[config.mk]
export PLATFORM = sky130hd
export DESIGN_NAME = seven_segment_capture_flat
export DESIGN_NICKNAME = d
export VERILOG_FILES = /design/src/rtl/seven_segment_capture_if.sv /design/src/rtl/seven_segment_capture.sv /design/src/flat_wrapper.sv
export SDC_FILE = /design/constraint.sdc
export NUM_CORES = 1
export LEC_CHECK = 0
export BUFFER_PORTS_ARGS = -buffer_cell sky130_fd_sc_hd__buf_2
export CAP_MARGIN = 20
export CORE_UTILIZATION = 23
export CTS_BUF_LIST = sky130_fd_sc_hd__clkbuf_8
export DETAILED_ROUTE_END_ITERATION = 6
export PLACE_DENSITY = 0.39
export SLEW_MARGIN = 20
export SYNTH_ARGS = -nofsm -noshare
export SYNTH_HDL_FRONTEND = slang
export SYNTH_SLANG_ARGS = --single-unit
export TNS_END_PERCENT = 5
[constraint.sdc]
create_clock -name clk -period 3.5 [get_ports clk]
set_input_delay 0.175 -clock clk [delete_from_list [all_inputs] [get_ports clk]]
set_output_delay 0.175 -clock clk [all_outputs]
set_load 0.03 [all_outputs]
[src/rtl/seven_segment_capture_if.sv]
// Seven-segment display bus as seen by the capture block: the multiplexed
// segment/strobe inputs plus the recovered frame outputs.
interface seven_segment_capture_if #(
  parameter int w_digit = 2
);
  logic [7:0]           abcdefgh;
  logic [w_digit-1:0]   digit;
  logic [w_digit*4-1:0] number;
  logic [w_digit-1:0]   dots;
  logic                 valid;
  logic                 frame_error;

  modport master (
    output abcdefgh, digit,
    input  number, dots, valid, frame_error
  );

  modport slave (
    input  abcdefgh, digit,
    output number, dots, valid, frame_error
  );
endinterface

[src/rtl/seven_segment_capture.sv]
// Recovers the hex number and dot vector shown on a multiplexed
// seven-segment bus. Each digit is sampled once its strobe and segments have
// held steady for settle_cycles cycles; a full set of digits is published as
// a frame with a one-cycle valid pulse, or flagged with frame_error when any
// glyph in it could not be decoded.
module seven_segment_capture #(
  parameter int w_digit       = 2,
  parameter int settle_cycles = 4
) (
  input logic clk,
  input logic rst,
  seven_segment_capture_if.slave bus
);

  localparam int cnt_w = $clog2(settle_cycles + 1);
  localparam int idx_w = $clog2(w_digit);
  localparam logic [cnt_w-1:0] settle_max = cnt_w'(settle_cycles);

  // Returns {illegal, nibble}; segments are a..g with a in the MSB.
  function automatic logic [4:0] decode_glyph(input logic [6:0] g);
    logic [4:0] r;
    case (g)
      7'b1111110: r = 5'h00;
      7'b0110000: r = 5'h01;
      7'b1101101: r = 5'h02;
      7'b1111001: r = 5'h03;
      7'b0110011: r = 5'h04;
      7'b1011011: r = 5'h05;
      7'b1011111: r = 5'h06;
      7'b1110000: r = 5'h07;
      7'b1111111: r = 5'h08;
      7'b1110011: r = 5'h09;
      7'b1110111: r = 5'h0A;
      7'b0011111: r = 5'h0B;
      7'b1001110: r = 5'h0C;
      7'b0111101: r = 5'h0D;
      7'b1001111: r = 5'h0E;
      7'b1000111: r = 5'h0F;
      default:    r = 5'h10;
    endcase
    return r;
  endfunction

  // Position of the set bit of a one-hot strobe.
  function automatic logic [idx_w-1:0] onehot_index(input logic [w_digit-1:0] d);
    logic [idx_w-1:0] idx;
    idx = '0;
    for (int i = 0; i < w_digit; i++) begin
      if (d[i]) idx = idx_w'(i);
    end
    return idx;
  endfunction

  logic [w_digit-1:0]   digit_p0;
  logic [7:0]           seg_p0;
  logic [cnt_w-1:0]     cnt_p0;
  logic [w_digit*4-1:0] shadow_number;
  logic [w_digit-1:0]   shadow_dots;
  logic [w_digit-1:0]   seen;
  logic                 bad;
  logic [w_digit*4-1:0] frame_number;
  logic [w_digit-1:0]   frame_dots;
  logic                 vld_p1;
  logic                 err_p1;

  logic [w_digit-1:0]   digit_dec;
  logic                 is_onehot;
  logic                 same;
  logic [cnt_w-1:0]     cnt_next;
  logic                 capture;
  logic [4:0]           glyph;
  logic [idx_w-1:0]     idx;
  logic [w_digit-1:0]   seen_bit;
  logic                 frame_done;
  logic [w_digit-1:0]   seen_base;
  logic                 bad_base;

  // Dwell tracking against the previous sample and the capture decision.
  always_comb begin
    digit_dec  = bus.digit - w_digit'(1);
    is_onehot  = (bus.digit != '0) && ((bus.digit & digit_dec) == '0);
    same       = (bus.digit == digit_p0) && (bus.abcdefgh == seg_p0);
    cnt_next   = '0;
    capture    = 1'b0;
    glyph      = decode_glyph(bus.abcdefgh[7:1]);
    idx        = onehot_index(bus.digit);
    seen_bit   = '0;
    seen_bit[idx] = 1'b1;
    frame_done = &seen;
    seen_base  = frame_done ? '0 : seen;
    bad_base   = frame_done ? 1'b0 : bad;
    if (is_onehot) begin
      if (!same)                    cnt_next = cnt_w'(1);
      else if (cnt_p0 == settle_max) cnt_next = settle_max;
      else                          cnt_next = cnt_p0 + cnt_w'(1);
      // Fires only on the cycle the count first reaches the settle length.
      capture = (cnt_next == settle_max) && !(same && (cnt_p0 == settle_max));
    end
  end

  // Stage p0: previous-sample registers, dwell counter, frame bookkeeping and
  // the registered p1 publish/error pulses.
  always_ff @(posedge clk) begin
    if (rst) begin
      digit_p0     <= '0;
      seg_p0       <= '0;
      cnt_p0       <= '0;
      seen         <= '0;
      bad          <= 1'b0;
      frame_number <= '0;
      frame_dots   <= '0;
      vld_p1       <= 1'b0;
      err_p1       <= 1'b0;
    end else begin
      digit_p0 <= bus.digit;
      seg_p0   <= bus.abcdefgh;
      cnt_p0   <= cnt_next;
      vld_p1   <= frame_done && !bad;
      err_p1   <= frame_done && bad;
      if (frame_done && !bad) begin
        frame_number <= shadow_number;
        frame_dots   <= shadow_dots;
      end
      // A capture on the completing edge seeds the next frame.
      if (capture) begin
        seen <= seen_base | seen_bit;
        bad  <= bad_base | glyph[4];
      end else begin
        seen <= seen_base;
        bad  <= bad_base;
      end
    end
  end

  // Shadow frame under construction; an illegal glyph stores zero.
  always_ff @(posedge clk) begin
    if (capture) begin
      shadow_number[int'(idx)*4 +: 4] <= glyph[4] ? 4'h0 : glyph[3:0];
      shadow_dots[idx]                <= bus.abcdefgh[0];
    end
  end

  assign bus.number      = frame_number;
  assign bus.dots        = frame_dots;
  assign bus.valid       = vld_p1;
  assign bus.frame_error = err_p1;

endmodule

[src/flat_wrapper.sv]
// flat-port wrapper written by rule: the top's interface ports become plain ports
module seven_segment_capture_flat 
#(
  parameter int w_digit       = 2,
  parameter int settle_cycles = 4
)
  (clk, rst, bus_abcdefgh, bus_digit, bus_number, bus_dots, bus_valid, bus_frame_error);
  seven_segment_capture_if #(.w_digit(w_digit)) bus_i ();
  input logic clk;
  input logic rst;
  input wire logic [$bits(bus_i.abcdefgh)-1:0] bus_abcdefgh;
  input wire logic [$bits(bus_i.digit)-1:0] bus_digit;
  output wire logic [$bits(bus_i.number)-1:0] bus_number;
  output wire logic [$bits(bus_i.dots)-1:0] bus_dots;
  output wire logic [$bits(bus_i.valid)-1:0] bus_valid;
  output wire logic [$bits(bus_i.frame_error)-1:0] bus_frame_error;
  assign bus_i.abcdefgh = bus_abcdefgh;
  assign bus_i.digit = bus_digit;
  assign bus_number = bus_i.number;
  assign bus_dots = bus_i.dots;
  assign bus_valid = bus_i.valid;
  assign bus_frame_error = bus_i.frame_error;
  seven_segment_capture #(.w_digit(w_digit), .settle_cycles(settle_cycles)) u_core (.clk(clk), .rst(rst), .bus(bus_i));
endmodule
# Word-level counts from Yosys, hierarchy flattened
# Cells that the tools add are included.
# Widths: inputs -> output; s select.
word_totals:
  register_bits: 38
  in_bits: 12
  out_inout_bits: 12
  elab_cells: 70
op_classes:
  shift: 2
  reduce_logical: 13
  bitwise_logic: 4
  n_mux: 15
  add_sub_neg: 3
  order_cmp: 2
  eq_ne: 20
op_table:
  columns: ["cell", "count"]
  rows:
  - ["$eq 7x7->1 const B", 12]
  - ["$pmux 5 s16", 1]
  - ["$neg 3->33", 1]
  - ["$shift 4x33->8 const A", 1]
  - ["$shiftx 4x33->8", 1]
  - ["$eq 7x6->1 const B", 3]
  - ["$mux 3", 3]
  - ["$bwmux 8", 1]
  - ["$eq 8x8->1", 1]
  - ["$eq 7x5->1 const B", 1]
  - ["$logic_and 1x1->1", 7]
  - ["$eq 3x3->1 const B", 2]
  - ["$mux 1", 5]
  - ["$mux 2", 2]
  - ["$mux 4", 1]
  - ["$add 3x1->3 const B", 1]
  - ["$and 2x2->2", 1]
  - ["$bwmux 2", 1]
  - ["$eq 2x2->1", 1]
  - ["$logic_not 1->1", 2]
  - ["$logic_not 2->1", 1]
  - ["$lt 1x2->1 const B", 1]
  - ["$or 2x2->2", 1]
  - ["$reduce_and 2->1", 1]
  - ["7 further kinds", 7]

# Depth between registers and ports, before layout
# Gate-level depths: netlist (run 1).
depth:
  word_depth: 9
  ltp_mapped: 7
  mapped_depth_nobuf: 7

# Worst setup path before layout (run 1)
# Ideal clock, no wire load.
synth_timing:
  path_type: "register to register"
  from: "reg u_core.cnt_p0[0]"
  to: "reg u_core.shadow_dots[0] (enable)"
  period_less_slack_ns: 1.787
  setup_ns: 0.315
  required_ns: 3.185
  arrival_time_ns: 1.472
  n_path_buf: 0
  stages_incl_launch_ff: 7
  path_slack_ns: 1.713
  path_cell_list: "dfxtp_1 -> inv_1 -> ha_1 -> nand2b_1 -> nand4bb_1 -> nor4_4 -> and2_1"
synth_between:
  elab_chain_cells: 7
  elab_cells_between_ends: 10
  classes_between: "add/sub: 1; eq/ne: 2; mux: 4; reduce/logical: 3"
synth_rtl:
  columns: ["element", "line_no", "rtl"]
  rows:
  - ["start: declaration", "seven_segment_capture.sv:56", "logic [cnt_w-1:0] cnt_p0;"]
  - ["start signal: assignment", "seven_segment_capture.sv:117", "cnt_p0 <= cnt_next;"]
  - ["$add 3x1->3 / $eq 3x3->1 (equally long branches)", "seven_segment_capture.sv:95, seven_segment_capture.sv:94, seven_segment_capture.sv:97", null]
  - ["$mux 3", "seven_segment_capture.sv:94", "else if (cnt_p0 == settle_max) cnt_next = settle_max;"]
  - ["$mux 3", "seven_segment_capture.sv:93", "if (!same) cnt_next = cnt_w'(1);"]
  - ["$mux 3", "seven_segment_capture.sv:92", "if (is_onehot) begin"]
  - ["$eq 3x3->1", "seven_segment_capture.sv:97", "capture = (cnt_next == settle_max) && !(same && (cnt_p0 == settle_max));"]
  - ["$logic_and 1x1->1 (*)", "seven_segment_capture.sv:97", null]
  - ["$mux 1 (*)", "seven_segment_capture.sv:92", null]
  - ["end signal: indexed assignment", "seven_segment_capture.sv:139", "shadow_dots[idx] <= bus.abcdefgh[0];"]
  - ["end: declaration", "seven_segment_capture.sv:58", "logic [w_digit-1:0] shadow_dots;"]
# Every way passes the cells marked *; elsewhere a longest branch is shown, timed or not. The select of a mux whose other input is x is not followed.
# A chain may end at the register's enable or synchronous reset.

# Worst setup path in the final report (run 1)
layout_timing:
  from: "reg u_core.cnt_p0[0]"
  to: "reg u_core.shadow_number[4] (enable)"
layout_between:
  elab_chain_cells: 7
  elab_cells_between_ends: 10
  classes_between: "add/sub: 1; eq/ne: 2; mux: 4; reduce/logical: 3"
layout_rtl:
  columns: ["element", "line_no", "rtl"]
  rows:
  - ["$add 3x1->3 / $eq 3x3->1 (equally long branches)", "seven_segment_capture.sv:95, seven_segment_capture.sv:94, seven_segment_capture.sv:97", null]
  - ["$mux 3", "seven_segment_capture.sv:94", null]
  - ["$mux 3", "seven_segment_capture.sv:93", null]
  - ["$mux 3", "seven_segment_capture.sv:92", null]
  - ["$eq 3x3->1", "seven_segment_capture.sv:97", null]
  - ["$logic_and 1x1->1 (*)", "seven_segment_capture.sv:97", null]
  - ["$mux 1 (*)", "seven_segment_capture.sv:92", null]
  - ["end signal: indexed assignment", "seven_segment_capture.sv:138", "shadow_number[int'(idx)*4 +: 4] <= glyph[4] ? 4'h0 : glyph[3:0];"]
  - ["end: declaration", "seven_segment_capture.sv:57", "logic [w_digit*4-1:0] shadow_number;"]
# Marks and branches as above.

==> run summary, run 1 <==
===============================================================================================
Unrepaired setup endpoints after global routing                                           false
Maximum clock frequency                                                               0.509 GHz
Clock latency on the worst-skew pair                                                     290 ps
Max-Slew Margin vs Limit                                                                  57.9%
Mux contribution to synthesized area                                                     0.526%
Layout cell share with drive strength beyond 1                                            20.7%
Final layout net count                                                                      226
H-Tree Level Count                                                                            2
Total number of vias                                                                       1417
Maximum number of pins on one net before global-route repair                                 30
Vias in the first global route                                                             1393
Synth Area in Adders                                                                      1.32%
Area growth, synth to finish                                                              14.5%
Number of cell rows                                                                          32
Number of gates on the worst path with buffers counted                                        6
Number of warning messages in the yosys log                                                   0
CTS Buffer Depth                                                                              2
Clock root cell                                                                        clkbuf_8
Synth Net Count                                                                             211
Post CTS Setup Buffer Count                                                                   0
Final-report max-slew violation count                                                         0
Type of the setup path with the least slack                                        flip-flop to flip-flop
Number of DRC markers after the initial detailed-route iteration                             62
Number of buffer and inverter instances along the worst setup path                            1
Highest-delay cell along the critical path                                              dfxtp_1
Count of pins on the block boundary                                                          24
Count of endpoints failing setup in the final report                                          0
Total Routing Usage GR                                                                    10.3%
Run status                                                                         complete, no violations
Die extent in y                                                                         92.9 um
Hold slack final                                                                         141 ps
Number of gates given a new drive strength after cts                                          0
Worst path top cell family by delay                                                simple AND/OR/NAND/NOR gates
Flop and latch count out of synthesis                                                        38
Largest family of logic cells by synthesized area                                  simple AND/OR/NAND/NOR gates
Count of buffers from port buffering                                                         23
Max-Cap Viols                                                                                 0
Worst path arrival time                                                                 1940 ps
Global route total overflow                                                                   0
Complex-gate fraction of the synthesized area                                             11.1%
Startpoint class of the critical path                                                 flip-flop
Hold/Removal Path Class                                                            primary input to flip-flop
Remaining routing DRC violations                                                              0
Initial cell density of the core                                                          24.2%
Slowest stage delay, CP                                                                  390 ps
Util after Layout                                                                         27.7%
WL/cell                                                                                 12.5 um
Count of unique library cells instantiated by Yosys                                          56
Required arrival time at the worst endpoint                                             3470 ps
Hold Violations, Final                                                                        0
Worst clock skew                                                                        7.62 ps
Via density per instance                                                                   4.50
Crit. End Element                                                                     flip-flop
Number of enable flip-flop cells after synthesis                                             10
Total clock buffers created by CTS                                                            5
Antenna violations before repair                                                              0
Number of cells traversed by the worst register-to-register path                              6
Placer Congestion                                                                         0.683
Critical path origin                                                               u_core.cnt_p0[0]
Placeable Area                                                                        7850 um^2
Leakage power                                                                          0.778 nW
Number of sinks handled by clock tree synthesis                                              38
Number of diodes added for antenna fixing                                                     0
Setup_tns                                                                                  0 ps
Critical-path cell list                                                            inv_1 -> ha_1 -> nand2b_1 -> nand4bb_1 -> nor4_4 -> and2_1
Sequential element share of the synthesized area                                          45.3%
Synthesized area per cell                                                             9.65 um^2
Critical-path maximum fanout                                                                  5
Number of hold-repair buffers added at the cts stage                                          0
Tmin final                                                                              1960 ps
Worst slew pin tran                                                                      629 ps
Dominant synthesized flop cell                                                          dfxtp_1
Dpl hpwl                                                                                2780 um
Total die area                                                                        8640 um^2
Destination of the critical timing path                                            u_core.shadow_number[4]
Simple-gate area share of the yosys netlist                                               29.5%
Horizontal die dimension                                                                92.9 um
Final cycle utilization of the critical path                                              56.1%
Global-route wire length before repair                                                  6840 um
Netlist area before placement                                                         1900 um^2
Flop2flop setup slack                                                                   1540 ps
R2r endpoint                                                                       u_core.shadow_number[4]
Startpoint of the lowest-slack register-to-register path                           u_core.cnt_p0[0]
Clock input transition at the sequential cells of the worst setup and hold paths          80 ps
Fill cell count                                                                             879
Peak ir drop on the vdd network                                                      0.000166 V
Fraction of registers with async set or reset after synthesis                                0%
Number of routed nets with antenna violations                                                 0
Power density over the cells                                                        419 nW/um^2
Xor-xnor portion of the synthesized cell area                                             7.30%
Overall routed net length                                                               3940 um
Synthesized instance count                                                                  197
Clock tree from TritonCTS                                                                 built
Total iterations of the first detailed-routing run                                            4
===============================================================================================
==> cells by family (layout without fill, tap and decap cells) <==
kind of cell	count (synthesis)	count (layout)
adders and majority gates	2	2
muxes	1	1
AOI/OAI and AO/OA	32	32
xor gates and xnor gates	12	12
buffers and inverters	20	36
and+or+nand+nor	92	92
DFF	38	38
==> placed cells by master, fill, tap and decap left out, types with 3 or more instances in the layout <==
cell type / instances
nand3b_1: 3
clkbuf_8: 5
xnor2_1: 8
buf_2: 23
nor2b_1: 10
nor3_1: 5
a21oi_1: 13
dfxtp_1: 28
and2_1: 4
inv_1: 5
nor2_1: 14
nand4_1: 6
nand2_1: 26
a31oi_1: 5
edfxtp_1: 10
==> cell usage after synthesis, types with 3 or more instances <==
master    instances  share of area (%)
xnor2_1           8                3.7
clkbuf_1          6                1.2
nor2b_1          10                3.3
a21oi_1          13                3.4
nand4_1           6                2.0
nand2_1          26                5.1
inv_1             5               0.99
edfxtp_1         10                 16
and2_1            4                1.3
nand3b_1          3                1.2
a31oi_1           5                1.6
nor2_1           14                2.8
nor3_1            5                1.3
buf_2             7                1.8
dfxtp_1          28                 29
==> state kept, by name, indices dropped and copies added, names as in the netlist <==
signal,flops
u_core.bus.number,8
u_core.seg_p0,8
u_core.shadow_number,8
u_core.cnt_p0,3
u_core.bus.dots,2
u_core.digit_p0,2
u_core.seen,2
u_core.shadow_dots,2
u_core.bad,1
u_core.bus.frame_error,1
u_core.bus.valid,1
==> worst min-delay path by stage <==
| stage | slack (ps) | startpoint | cells past startpoint | end |
|---|---|---|---|---|
| final | 140 | bus_abcdefgh[0] | 1 | u_core.shadow_dots[0] |
| after floorplan | 270 | bus_abcdefgh[0] | 0 | u_core.shadow_dots[0] |
| after global routing | 130 | bus_abcdefgh[0] | 1 | u_core.shadow_dots[0] |
| after detailed placement | 440 | bus_abcdefgh[0] | 1 | u_core.shadow_dots[1] |
| after CTS | 140 | bus_abcdefgh[0] | 1 | u_core.shadow_dots[0] |
| after global placement | 440 | bus_abcdefgh[0] | 1 | u_core.shadow_dots[1] |
==> through the flow <==
stage	area [um^2]	power, mW	instances	setup WS (ps)
floorplan	1900	0.539	197	1710
global placement	2070	0.557	307	1560
detailed placement	2070	0.558	307	1540
CTS	2180	0.929	315	1520
global route	2180	0.960	315	1410
finish	2180	0.913	315	1540
==> where the power goes <==
group	total [mW]	internal, mW	switching [mW]	leakage, nW
Sequential	0.461	0.456	0.00442	0.305
Clock	0.366	0.210	0.157	0.0579
Combinational	0.0856	0.0342	0.0514	0.415
==> cell type report <==
cell class | instances | area [um^2] | area share, %
Multi-Input combinational cell | 139 | 946 | 43.4
Sequential cell | 38 | 861 | 39.5
Clock buffer | 5 | 68.8 | 3.16
Timing Repair Buffer | 23 | 115 | 5.29
Tap cell | 102 | 128 | 5.86
Clock inverter | 3 | 40.0 | 1.84
Inverter | 5 | 18.8 | 0.862
==> routing by layer <==
metal	global-route usage (%)	part of all wire [%]	up-vias
li1	-	-	720
met5	0	0	-
met1	13.2	50	667
met4	3.85	1.5	0
met3	2.55	3.4	6
met2	16.5	45	24
Power figures use the tool's default switching activity.
==> run 2: changes to the inputs <==
- clock period: 3.5 -> 1.81 ns (I/O delays scaled with it)
==> run 2 against run 1 <==
Compared with the run above: wire length rose by 7.2%; critical path type unchanged; utilization rose by 1.6 points; flip-flop and latch count did not move; die area did not move; sequential power rose by 93%; global-route usage rose by 0.59 points; register-to-register slack got worse by 1500 ps; setup slack got worse by 1500 ps; critical path depth did not move; clock skew rose by 1.2 ps; maximum frequency rose by 9.5%; largest cell class unchanged; non-clock buffer count rose by 6.
==> run summary, run 2 (synthesis gave the netlist of run 1 again) <==
===============================================================================================
Placeable Area                                                                        7850 um^2   unchanged
Max-Slew Margin vs Limit                                                                  63.6%   +5.7 points
Max-Cap Viols                                                                                 0   unchanged
Commonest non-fill, non-tap cells in the layout                                    nand2_1, dfxtp_1, buf_2
Clock input transition at the sequential cells of the worst setup and hold paths          80 ps   about the same
Horizontal die dimension                                                                92.9 um   unchanged
Setup_tns                                                                                  0 ps   unchanged
Unrepaired setup endpoints after global routing                                            true
Worst slew pin tran                                                                      545 ps   -84.5 ps
Total die area                                                                        8640 um^2   unchanged
Antenna violations before repair                                                              0   unchanged
Number of hold-repair buffers added at the cts stage                                          0   unchanged
Via density per instance                                                                   4.45   -1.0%
CTS Buffer Depth                                                                              2   unchanged
Number of sinks handled by clock tree synthesis                                              38   unchanged
Area growth, synth to finish                                                              21.0%
Tmin final                                                                              1790 ps   -170 ps
Overall power of the completed layout                                                   1.94 mW   +110%
Fill cell count                                                                             877   -0.23%
Startpoint class of the critical path                                                 flip-flop
Remaining routing DRC violations                                                              0   unchanged
Peak ir drop on the vdd network                                                      0.000323 V   +94%
Total Routing Usage GR                                                                    10.9%   +0.59 points
Worst clock skew                                                                        8.79 ps   +1.16 ps
Hold Violations, Final                                                                        0   unchanged
Crit. End Element                                                                     flip-flop
Power density over the cells                                                        845 nW/um^2   +100%
Placer Congestion                                                                         0.737   +8.0%
Global route total overflow                                                                   0   unchanged
Post CTS Setup Buffer Count                                                                   0   unchanged
Global-route wire length before repair                                                  7220 um   +5.7%
Count of pins on the block boundary                                                          24   unchanged
Dpl hpwl                                                                                3050 um   +9.8%
Final cycle utilization of the critical path                                              99.1%   +43 points
WL/cell                                                                                 13.1 um   +5.2%
Initial cell density of the core                                                          24.2%   unchanged
Total number of vias                                                                       1429   +0.85%
Final-report max-slew violation count                                                         0   unchanged
Number of DRC markers after the initial detailed-route iteration                             74   +19%
Number of cell rows                                                                          32   unchanged
Total iterations of the first detailed-routing run                                            4   unchanged
Critical-path maximum fanout                                                                  5   unchanged
Leakage power                                                                          0.832 nW   +6.9%
Hold/Removal Path Class                                                            primary input to flip-flop
Post-place instance area                                                              2110 um^2   +2.2%
Count of buffers from port buffering                                                         23   unchanged
Type of the setup path with the least slack                                        flip-flop to flip-flop
Required arrival time at the worst endpoint                                             1820 ps   -1650 ps
Run status                                                                         complete, no violations
Register Area                                                                          863 um^2   +0.29%
Final layout net count                                                                      232   +2.7%
Layout cell share with drive strength beyond 1                                            27.9%   +7.2 points
Number of routed nets with antenna violations                                                 0   unchanged
Multi-input logic area                                                                 993 um^2   +5.0%
Worst path arrival time                                                                 1800 ps   -140 ps
Clock root cell                                                                        clkbuf_8
Maximum clock frequency                                                               0.558 GHz   +9.5%
Number of diodes added for antenna fixing                                                     0   unchanged
Clock tree from TritonCTS                                                                 built
H-Tree Level Count                                                                            2   unchanged
Vias in the first global route                                                             1464   +5.1%
Overall routed net length                                                               4220 um   +7.2%
Count of endpoints failing setup in the final report                                          0   unchanged
Final design instance area without fill                                               2300 um^2   +5.7%
Maximum number of pins on one net before global-route repair                                 30   unchanged
Total clock buffers created by CTS                                                            5   unchanged
Clock latency on the worst-skew pair                                                     290 ps   about the same
Die extent in y                                                                         92.9 um   unchanged
===============================================================================================
-- run 2: changes by cell type in the layout (fill, tap and decap cells not counted), moves of 2 or more --
cell      delta
inv_1        -2
buf_4        +6
dfxtp_1      -2
and2_1       -2
inv_2        +2
dfxtp_2      +2
and2_4       +2
clkinv_2     -2
-- run 2: final timing paths --
| path | slack [ps] | cells after the start | from | endpoint |
|---|---|---|---|---|
| worst min register to register | 450 | 2 | u_core.bus.number[2] | u_core.bus.number[2] |
| worst max-delay path | 20 | 6 | u_core.cnt_p0[0] | u_core.shadow_number[4] |
| worst min-delay path | 40 | 1 | bus_abcdefgh[0] | u_core.shadow_dots[0] |
| worst max register to register | 20 | 6 | u_core.cnt_p0[0] | u_core.shadow_number[4] |
-- run 2: timing repair --
item                                    in CTS  in global routing
cloned                                       0                  0
endpoints found under the setup margin      10                 10
gates resized for setup                      2                 11
pin swaps                                    0                  2
-- run 2: worst max-delay path: stages (launching register included) --
cell and delay (ps):
dfxtp_2 340, inv_2 40, ha_4 220, nand2b_4 130, nand4bb_4 200, nor4_4 350, and2_4 240
-- run 2: through the flow --
stage	utilization [%]	setup slack [ps]	instances	hold slack [ps]
2_1_floorplan	-	23.2	197	189
3_3_place_gp	26.9	3.15	313	349
3_5_place_dp	26.9	-8.38	313	348
4_1_cts	28.7	24.1	321	39.4
5_1_grt	29.3	-47.9	321	37.3
6_report	29.3	16.3	321	40.9
-- run 2: report_power, final --
group	switching, mW	total (mW)	internal [mW]	leakage (nW)
combinational	0.109	0.191	0.0821	0.458
clock	0.312	0.864	0.552	0.0683
sequential	0.00766	0.890	0.882	0.306
-- run 2: layout make-up --
cell class                 count  share of cell area, %
multi-input combinational    139                   43.2
sequential                    38                   37.5
timing repair buffer          29                   6.96
tap                          102                   5.55
clock buffer                   5                   2.99
clock inverter                 3                   2.99
inverter                       5                  0.816
-- run 2: metal layers --
metal  wire, um  vias to the layer above  track usage [%]
li1           -                      730                -
met1       2010                      673             13.6
met2       2040                       22             18.0
met3        105                        4             2.30
met4         64                        0             4.49
met5          0                        -                0
==> run 3: changes to the inputs <==
- BUFFER_PORTS_ARGS: -buffer_cell sky130_fd_sc_hd__buf_2 -> unset
- DONT_BUFFER_PORTS: unset -> 1
- PLACE_DENSITY: 0.39 -> 0.36
==> run 3 against run 2 <==
Compared with the run above: via count fell by 2.4%; final area fell by 2.3%; critical endpoint is now u_core.shadow_number[5]; sequential share of layout area rose by 0.79 points; flip-flop and latch count did not move.
==> run summary, run 3 (synthesis gave the netlist of run 1 again) <==
===============================================================================================
Highest-delay cell along the critical path                                              dfxtp_1
Run status                                                                         complete, no violations
CTS Buffer Depth                                                                              2   unchanged
Hold Violations, Final                                                                        0   unchanged
Final-report max-slew violation count                                                         0   unchanged
Slowest stage delay, CP                                                                  330 ps   -20 ps
Clock root cell                                                                        clkbuf_8
Most common cell after layout, fill and taps aside                                      dfxtp_1
Worst slew pin tran                                                                      535 ps   -10.0 ps
Hold slack final                                                                        12.0 ps   -28.8 ps
Via density per instance                                                                   4.57   +2.7%
Worst path arrival time                                                                 1760 ps   -40 ps
Maximum number of pins on one net before global-route repair                                 30   unchanged
Final layout net count                                                                      216   -6.9%
Max-Slew Margin vs Limit                                                                  64.2%   +0.67 points
Type of the setup path with the least slack                                        flip-flop to flip-flop
Remaining routing DRC violations                                                              0   unchanged
Total clock buffers created by CTS                                                            5   unchanged
Setup_tns                                                                                  0 ps   unchanged
Number of cell rows                                                                          32   unchanged
Number of DRC markers after the initial detailed-route iteration                             38   -49%
Count of pins on the block boundary                                                          24   unchanged
Clock latency on the worst-skew pair                                                     290 ps   about the same
Initial cell density of the core                                                          24.2%   unchanged
Worst clock skew                                                                        10.3 ps   +1.50 ps
Flop2flop setup slack                                                                     50 ps   +40 ps
Layout cell share with drive strength beyond 1                                            13.3%   -15 points
Antenna violations before repair                                                              0   unchanged
Critical path origin                                                               u_core.cnt_p0[0]
Clock share of power                                                                      45.5%   +1.1 points
Required arrival time at the worst endpoint                                             1810 ps   about the same
Commonest non-fill, non-tap cells in the layout                                    dfxtp_1, nand2_1, nor2_1
Launch point of the worst hold path                                                bus_digit[1]
Number of diodes added for antenna fixing                                                     0   unchanged
Total number of vias                                                                       1395   -2.4%
Critical-path maximum fanout                                                                  5   unchanged
Overall routed net length                                                               4250 um   +0.71%
Unrepaired setup endpoints after global routing                                            true
Leakage power                                                                          0.749 nW   -10%
Post-place instance area                                                              1970 um^2   -6.9%
Peak ir drop on the vdd network                                                      0.000315 V   -2.3%
Power density over the cells                                                        850 nW/um^2   +0.57%
H-Tree Level Count                                                                            2   unchanged
Part of the total power dissipated in combinational logic                                  7.9%   -1.9 points
Startpoint class of the critical path                                                 flip-flop
Sequential cell fraction of total power                                                   46.6%   +0.8 points
Total iterations of the first detailed-routing run                                            5   +1
Count of buffers from port buffering                                                          0   -100%
Placer Congestion                                                                         0.694   -5.8%
Final cycle utilization of the critical path                                              97.1%   -2.0 points
Hold/Removal Path Class                                                            primary input to flip-flop
Global-route wire length before repair                                                  6930 um   -4.1%
Number of routed nets with antenna violations                                                 0   unchanged
Worst Hold Depth                                                                              1   unchanged
Die extent in y                                                                         92.9 um   unchanged
Final design instance area without fill                                               2250 um^2   -2.3%
Area growth, synth to finish                                                              18.2%
Startpoint of the lowest-slack register-to-register path                           u_core.cnt_p0[0]
Crit. End Element                                                                     flip-flop
Vias in the first global route                                                             1342   -8.3%
Placeable Area                                                                        7850 um^2   unchanged
Number of cells traversed by the worst register-to-register path                              6   unchanged
Total Routing Usage GR                                                                    10.5%   -0.35 points
Cell internal power dissipation                                                         1.52 mW   about the same
Global route total overflow                                                                   0   unchanged
Switching Fraction                                                                        20.5%   -1.5 points
Critical-path cell list                                                            inv_1 -> ha_1 -> nand2b_1 -> nand4bb_4 -> nor4_4 -> and2_4
Number of sinks handled by clock tree synthesis                                              38   unchanged
Clock input transition at the sequential cells of the worst setup and hold paths          80 ps   about the same
Overall power of the completed layout                                                   1.91 mW   -1.8%
Total die area                                                                        8640 um^2   unchanged
WL/cell                                                                                 13.9 um   +6.0%
Clock tree from TritonCTS                                                                 built
Max-Cap Viols                                                                                 0   unchanged
Dpl hpwl                                                                                2910 um   -4.7%
Post CTS Setup Buffer Count                                                                   0   unchanged
Sw Pwr                                                                                 0.392 mW   -8.3%
Tmin final                                                                              1760 ps   -36.9 ps
Maximum clock frequency                                                               0.569 GHz   +2.1%
Count of endpoints failing setup in the final report                                          0   unchanged
Horizontal die dimension                                                                92.9 um   unchanged
===============================================================================================
run 3: changes by cell type in the layout (fill, tap and decap cells not counted), sizes merged:
cell,delta
dlygate4sd3,+10
buf,-26
run 3: metrics by stage:
stage | worst slack, ps | std cells | utilization [%]
final | 53.3 | 305 | 28.6
after global routing | -60.5 | 305 | 28.6
after global placement | -18.0 | 286 | 25.1
after floorplan | 23.2 | 197 | -
after detailed placement | -43.8 | 286 | 25.1
after CTS | -4.26 | 305 | 28.4
run 3: worst paths after layout:
| check | to |
|---|---|
| min reg2reg | u_core.bus.number[6] |
| min | u_core.shadow_number[4] |
| max | u_core.shadow_number[5] |
| max reg2reg | u_core.shadow_number[5] |
run 3: final cells by class:
| cell class | count | area [um^2] |
|---|---|---|
| timing repair buffer | 13 | 135 |
| clock inverter | 3 | 68.8 |
| inverter | 5 | 18.8 |
| sequential | 38 | 861 |
| clock buffer | 5 | 68.8 |
| multi-input combinational | 139 | 967 |
| tap | 102 | 128 |
| fill | 851 | 5600 |
run 3: worst max-delay path: cells and delay by family (launching register included):
kind | cells | cell delay, ps
AND/OR/NAND/NOR | 4 | 810
flip-flops | 1 | 330
adder cells (fa/ha/maj) | 1 | 280
buffers and inverters | 1 | 40
run 3: routing by layer:
metal / GRT usage [%] / vias to the layer above / part of all wire, %
li1: - / 702 / -
met1: 13.6 / 658 / 49
met2: 16.7 / 30 / 45
met3: 3.37 / 5 / 4.6
met4: 3.08 / 0 / 1.1
met5: 0 / - / 0
run 3: what timing repair did:
| action | 4_1_cts | 5_1_grt |
|---|---|---|
| gates resized for setup | 2 | 3 |
| hold buffers | 11 | 0 |
| endpoints found under the setup margin | 10 | 10 |
| endpoints found under the hold margin | 33 | 0 |
run 3: power groups by stage:
stage	clock (mW)	sequential, mW	combinational, mW
final	0.870	0.889	0.151
after global routing	0.941	0.890	0.166
after floorplan	0	0.909	0.133
after detailed placement	0	0.909	0.111
after global placement	0	0.909	0.112
after CTS	0.905	0.889	0.147
